===== config.mk =====
export PLATFORM = sky130hd
export DESIGN_NAME = wb_port_sequencer
export DESIGN_NICKNAME = d
export VERILOG_FILES = /design/src/rtl/wb_port_sequencer_pkg.sv /design/src/rtl/wb_mem_timer.sv /design/src/rtl/wb_port_sequencer.sv
export SDC_FILE = /design/constraint.sdc
export NUM_CORES = 1
export LEC_CHECK = 0
export CAP_MARGIN = 5
export CORE_UTILIZATION = 50
export DETAILED_ROUTE_END_ITERATION = 10
export PLACE_DENSITY_LB_ADDON = 0.05
export SYNTH_ARGS = -nofsm -noshare
export SYNTH_HDL_FRONTEND = slang
export SYNTH_SLANG_ARGS = --single-unit

===== constraint.sdc =====
create_clock -name clk -period 2.43 [get_ports clk]
set_clock_uncertainty 0.2 [all_clocks]
set_input_delay 0.486 -clock clk [delete_from_list [all_inputs] [get_ports clk]]
set_output_delay 0.486 -clock clk [all_outputs]
set_load 0.05 [all_outputs]

===== src/rtl/wb_port_sequencer_pkg.sv =====
// rtl/wb_port_sequencer_pkg.sv - shared codes and state encoding for the writeback port sequencer
package wb_port_sequencer_pkg;

    typedef enum logic [2:0] {
        WBC_ALU_R  = 3'd0,
        WBC_ALU_I  = 3'd1,
        WBC_LOAD   = 3'd2,
        WBC_JAL    = 3'd3,
        WBC_PUSH   = 3'd4,
        WBC_POP    = 3'd5,
        WBC_RS_UPD = 3'd6,
        WBC_NONE   = 3'd7
    } wb_class_e;

    localparam logic [2:0] RD_RT = 3'b000;
    localparam logic [2:0] RD_RD = 3'b001;
    localparam logic [2:0] RD_RA = 3'b010;
    localparam logic [2:0] RD_SP = 3'b011;
    localparam logic [2:0] RD_RS = 3'b100;

    localparam logic [1:0] WS_ALU    = 2'b00;
    localparam logic [1:0] WS_MEM    = 2'b01;
    localparam logic [1:0] WS_PC4    = 2'b10;
    localparam logic [1:0] WS_SP_ADJ = 2'b11;

    localparam logic [4:0] REG_RA = 5'd31;
    localparam logic [4:0] REG_SP = 5'd29;

    typedef enum logic [2:0] {
        ST_IDLE     = 3'd0,
        ST_WAIT_MEM = 3'd1,
        ST_WB1      = 3'd2,
        ST_WB2      = 3'd3,
        ST_FIN      = 3'd4
    } wb_state_e;

    // Register index the destination mux will actually select for a given code.
    function automatic logic [4:0] dst_index(input logic [2:0] sel, input logic [4:0] rt,
                                             input logic [4:0] rd, input logic [4:0] rs);
        case (sel)
            RD_RD:   return rd;
            RD_RA:   return REG_RA;
            RD_SP:   return REG_SP;
            RD_RS:   return rs;
            default: return rt;
        endcase
    endfunction

endpackage


===== src/rtl/wb_mem_timer.sv =====
// rtl/wb_mem_timer.sv - memory wait counter, held at zero outside WAIT_MEM, flags the last allowed cycle
module wb_mem_timer #(
    parameter int MEM_TIMEOUT = 15,
    parameter int TCNT_W      = 8
) (
    input  logic clk,
    input  logic reset_n,
    input  logic i_run,
    output logic o_expired
);

    logic [TCNT_W-1:0] r_count;

    always_ff @(posedge clk or negedge reset_n) begin
        if (!reset_n) begin
            r_count <= '0;
        end else if (i_run) begin
            r_count <= r_count + TCNT_W'(1);
        end else begin
            r_count <= '0;
        end
    end

    assign o_expired = i_run && (r_count == TCNT_W'(MEM_TIMEOUT - 1));

endmodule


===== src/rtl/wb_port_sequencer.sv =====
// rtl/wb_port_sequencer.sv - writeback port sequencer top; WB_SEQ_PERF_EN adds write/stall counters
module wb_port_sequencer
    import wb_port_sequencer_pkg::*;
#(
    parameter int MEM_TIMEOUT = 15,
    parameter int TCNT_W      = 8
) (
    input  logic        clk,
    input  logic        reset_n,
    input  logic        start,
    input  logic [2:0]  wb_class,
    input  logic [4:0]  in_rt,
    input  logic [4:0]  in_rd,
    input  logic [4:0]  in_rs,
    input  logic        mem_ready,
    output logic [2:0]  reg_dst,
    output logic [1:0]  wb_src,
    output logic        reg_write,
    output logic        busy,
    output logic        done,
`ifdef WB_SEQ_PERF_EN
    output logic [15:0] wr_count,
    output logic [15:0] stall_count,
`endif
    output logic        timeout_err
);

    wb_state_e r_state;
    wb_state_e w_state_nxt;
    wb_class_e r_class;
    logic [4:0] r_rt;
    logic [4:0] r_rd;
    logic [4:0] r_rs;
    logic       r_timed_out;
    logic       w_in_wait;
    logic       w_expired;
    logic       w_timeout_now;

    assign w_in_wait     = (r_state == ST_WAIT_MEM);
    assign w_timeout_now = w_in_wait && !mem_ready && w_expired;

    wb_mem_timer #(
        .MEM_TIMEOUT(MEM_TIMEOUT),
        .TCNT_W     (TCNT_W)
    ) u_mem_timer (
        .clk      (clk),
        .reset_n  (reset_n),
        .i_run    (w_in_wait),
        .o_expired(w_expired)
    );

    always_ff @(posedge clk or negedge reset_n) begin
        if (!reset_n) begin
            r_state     <= ST_IDLE;
            r_class     <= WBC_ALU_R;
            r_rt        <= '0;
            r_rd        <= '0;
            r_rs        <= '0;
            r_timed_out <= 1'b0;
        end else begin
            r_state     <= w_state_nxt;
            // Only meaningful during FIN, where it marks a memory abort.
            r_timed_out <= w_timeout_now;
            if (r_state == ST_IDLE && start) begin
                r_class <= wb_class_e'(wb_class);
                r_rt    <= in_rt;
                r_rd    <= in_rd;
                r_rs    <= in_rs;
            end
        end
    end

    always_comb begin
        w_state_nxt = r_state;
        reg_dst     = RD_RT;
        wb_src      = WS_ALU;
        reg_write   = 1'b0;
        busy        = 1'b1;
        done        = 1'b0;
        timeout_err = 1'b0;
        case (r_state)
            ST_IDLE: begin
                busy = 1'b0;
                if (start) begin
                    case (wb_class_e'(wb_class))
                        WBC_LOAD, WBC_PUSH, WBC_POP: w_state_nxt = ST_WAIT_MEM;
                        WBC_NONE:                    w_state_nxt = ST_FIN;
                        default:                     w_state_nxt = ST_WB1;
                    endcase
                end
            end
            ST_WAIT_MEM: begin
                if (mem_ready) begin
                    w_state_nxt = (r_class == WBC_PUSH) ? ST_WB2 : ST_WB1;
                end else if (w_expired) begin
                    w_state_nxt = ST_FIN;
                end
            end
            ST_WB1: begin
                case (r_class)
                    WBC_ALU_R:  begin reg_dst = RD_RD; wb_src = WS_ALU; end
                    WBC_ALU_I:  begin reg_dst = RD_RT; wb_src = WS_ALU; end
                    WBC_LOAD:   begin reg_dst = RD_RT; wb_src = WS_MEM; end
                    WBC_JAL:    begin reg_dst = RD_RA; wb_src = WS_PC4; end
                    WBC_RS_UPD: begin reg_dst = RD_RS; wb_src = WS_ALU; end
                    WBC_POP:    begin reg_dst = RD_RT; wb_src = WS_MEM; end
                    default:    begin reg_dst = RD_RT; wb_src = WS_ALU; end
                endcase
                // $zero is never written; $ra/$sp resolve to nonzero indices.
                reg_write   = (r_class != WBC_PUSH) && (r_class != WBC_NONE) &&
                              (dst_index(reg_dst, r_rt, r_rd, r_rs) != 5'd0);
                w_state_nxt = (r_class == WBC_POP) ? ST_WB2 : ST_FIN;
            end
            ST_WB2: begin
                reg_dst     = RD_SP;
                wb_src      = WS_SP_ADJ;
                reg_write   = 1'b1;
                w_state_nxt = ST_FIN;
            end
            ST_FIN: begin
                done        = 1'b1;
                timeout_err = r_timed_out;
                w_state_nxt = ST_IDLE;
            end
            default: begin
                w_state_nxt = ST_IDLE;
            end
        endcase
    end

`ifdef WB_SEQ_PERF_EN
    logic [15:0] r_wr_count;
    logic [15:0] r_stall_count;

    always_ff @(posedge clk or negedge reset_n) begin
        if (!reset_n) begin
            r_wr_count    <= '0;
            r_stall_count <= '0;
        end else begin
            if (reg_write && r_wr_count != 16'hFFFF) begin
                r_wr_count <= r_wr_count + 16'd1;
            end
            if (w_in_wait && r_stall_count != 16'hFFFF) begin
                r_stall_count <= r_stall_count + 16'd1;
            end
        end
    end

    assign wr_count    = r_wr_count;
    assign stall_count = r_stall_count;
`endif

endmodule


==> reports/metrics.yaml <==
status:
  run_status: "finished with violations"
  violations: "DRC"
worst_hold_path:
  hold_class: "reg2reg"
  min_from: "u_mem_timer.r_count[0]$_DFF_PN0_"
  whs_path_depth: 1
  whs_endpoint: "u_mem_timer.r_count[0]$_DFF_PN0_"
job:
  cap_viol_max_count: 0
worst_setup_path:
  reg2reg_from: "r_state[0]$_DFFE_PN0P_"
  path_max_fanout: 2
  required_ns: 1.74
  critPathLaunchType: "register"
  r2r_end: "r_state[2]$_DFFE_PN0P_"
  worstSetupPathType: "reg2out"
  crit_start: "r_rd[2]$_DFFE_PN0P_"
  worstRegToRegCells: 4
  cp-end-kind: "primary output"
  r2r_slack_ns: 0.42
  cp.arrival_ns: 1.69
floorplanning:
  initial_core_util_pct: 53.8
  die_w_um: 57.2
  core-area_um2: 2830
  dieArea_um2: 3270
  fp.dieH_um: 57.2
  fp-row-count: 19
  ios: 31
pwr:
  p_leak_nw: 0.849
  peakVddDrop_v: 0.000488
  power_density_nw_per_um2: 1060
sta:
  slew_headroom_pct: 73.0
  setup-violations-final: 0
  setup_ws_ns: 0.0549
  slew_viol_final: 0
  fmax_ghz: 0.421
  hold_viol: 0
  hold_ws_ns: 0.289
  worstMarginPinSlew_ns: 0.400
  setup_tns_ns: 0
  post-route-period-util_pct: 97.7
  rsz0062_at_grt: "yes"
  min_period_ns: 2.38
clock_network:
  cts.sinks: 30
  path_clk_slew_ns: 0.09
  cts_made_buffers: 5
  cts_buffer_depth: 2
  h-tree-depth: 2
  clock-root-buffer: "clkbuf_4"
  worstSkewPairLatency_ns: 0.31
  cts_tree: "done"
logic_synthesis:
  synthCells: 146
  netlist-cell-type-count: 38
  ys_warn_count: 0
  async_reset_ff_share_pct: 100
  synth_enable_flop_cells: 0
  synth_area_per_cell_um2: 10.4
  synth_seq_cells: 30
  ys.flop_type: "dfrtp_1"
  synthesis.area_um2: 1520
  yosysSeqAreaShare_pct: 49.3
  synth_nets: 170
global_routing:
  grt_pass1_wl_mm: 5.00
  track_usage_pct: 20.4
  antenna_found_initial: 0
  grt_pass1_vias: 1198
  grt_max_degree: 31
  grt_overflow_total: 0
final_layout:
  n_antenna_cell: 0
  syn_to_final_growth_pct: 32.2
  final_layout_size_suffix_gt1_share_pct: 24.9
  utilization_pct: 71.2
  final_nets: 205
detailed_routing:
  vias: 1173
  wire_per_inst_um: 13.7
  drc: 2
  first_iter_violations: 19
  first_pass_iters: 9
  drt-total-wl_mm: 2.90
  routed_via_density: 5.53
  antenna_left: 0
placement:
  hpwl_mm: 2.15
  place_congestion: 0.807
  port_buffers: 30
  dp_slack_ns: 0.264
-- power breakdown --
group | internal, mW | switching (mW) | leakage, nW | total (mW)
sequential | 0.682 | 0.190 | 0.375 | 0.872
combinational | 0.503 | 0.497 | 0.449 | 1.00
clock | 0.109 | 0.151 | 0.0254 | 0.260
total | 1.29 | 0.838 | 0.849 | 2.13
-- routing by layer --
| layer | GRT usage, % | vias to the layer above | share of wire (%) |
|---|---|---|---|
| li1 | - | 577 | - |
| met1 | 23.3 | 561 | 45 |
| met2 | 35.6 | 31 | 48 |
| met3 | 6.80 | 4 | 4.6 |
| met4 | 7.67 | 0 | 1.4 |
| met5 | 0 | - | 0 |
-- through the flow --
step / power [mW] / cells / cell area (µm²)
after global routing: 2.27 / 212 / 2010
after detailed placement: 1.82 / 203 / 1930
final: 2.13 / 212 / 2010
after CTS: 2.15 / 212 / 2010
after global placement: 1.80 / 203 / 1930
after floorplan: 1.55 / 146 / 1550
-- synth_stat cells (3+ instances only) --
| cell type | n | share of area [%] |
|---|---|---|
| xnor2_1 | 3 | 1.7 |
| a21oi_1 | 7 | 2.3 |
| o21ai_0 | 3 | 0.99 |
| mux2_2 | 16 | 12 |
| nor2_1 | 21 | 5.2 |
| nand3_1 | 6 | 2.0 |
| nand2_1 | 5 | 1.2 |
| xor2_1 | 4 | 2.3 |
| a31oi_1 | 3 | 1.2 |
| nor3_1 | 6 | 2.0 |
| dfrtp_1 | 30 | 49 |
| clkbuf_1 | 3 | 0.74 |
| inv_1 | 6 | 1.5 |
-- area by class of cell --
class                           count  area [µm²]
Fill cell                         230         816
Sequential cell                    30         753
Multi-Input combinational cell    103         751
Timing Repair Buffer               35         403
Clock buffer                        7        45.0
Tap cell                           31        38.8
Inverter                            6        22.5
-- cell usage in the layout (no fill, tap or decap), types with 2 or more instances in the layout --
master           synthesis  routed
inv_1                    6       6
nor2_1                  21      21
nand3_1                  6       6
and3_1                   2       2
a31oi_1                  3       2
xnor2_1                  3       3
nor2b_1                  2       2
dfrtp_2                  0       2
o21ai_0                  3       3
dfrtp_1                 30      28
clkdlybuf4s50_1          0      21
buf_4                    0       7
xor2_1                   4       4
nor3_1                   6       6
clkbuf_1                 3       2
buf_12                   0       7
ha_1                     2       2
nand2_1                  5       5
a21oi_1                  7       7
and2_1                   2       2
clkbuf_4                 0       5
mux2_2                  16      16
-- sequential cells by signal, summed over array words and instances, names as in the netlist --
signal,cells
r_rt,5
r_rs,5
r_rd,5
r_state,3
r_class,3
r_timed_out,1
u_mem_timer.r_count,8
-- how the worst max path moves through the flow --
stage                  to  depth (start not counted)
6_report        reg_write                          5
5_1_grt         reg_write                          5
4_1_cts         reg_write                          4
3_5_place_dp    reg_write                          5
3_3_place_gp    reg_write                          5
2_1_floorplan  reg_dst[2]                          3
-- cells by family after synthesis --
group | after synthesis | synth area share, %
AND/OR/NAND/NOR | 56 | 19.0
flip-flops | 30 | 49.3
AO/OA/AOI/OAI | 21 | 9.20
multiplexers | 17 | 12.5
buffers and inverters | 13 | 4.35
XOR/XNOR | 7 | 4.03
adder cells (fa/ha/maj) | 2 | 1.64
-- repair_timing --
item | 4_1_cts | 5_1_grt
hold buffers | 0 | 0
pin swaps | 0 | 2
gates resized for setup | 5 | 0
setup endpoints to repair | 1 | 1
setup buffers | 2 | 0
-- worst max-delay path, cell delays in order, from the launching register on --
cell      delay (ns)
dfrtp_1         0.42
nor4_4          0.31
a21oi_1         0.10
o221ai_1        0.23
a31oi_2         0.14
buf_12          0.17
No activity file was read; power rests on OpenSTA's default activity.
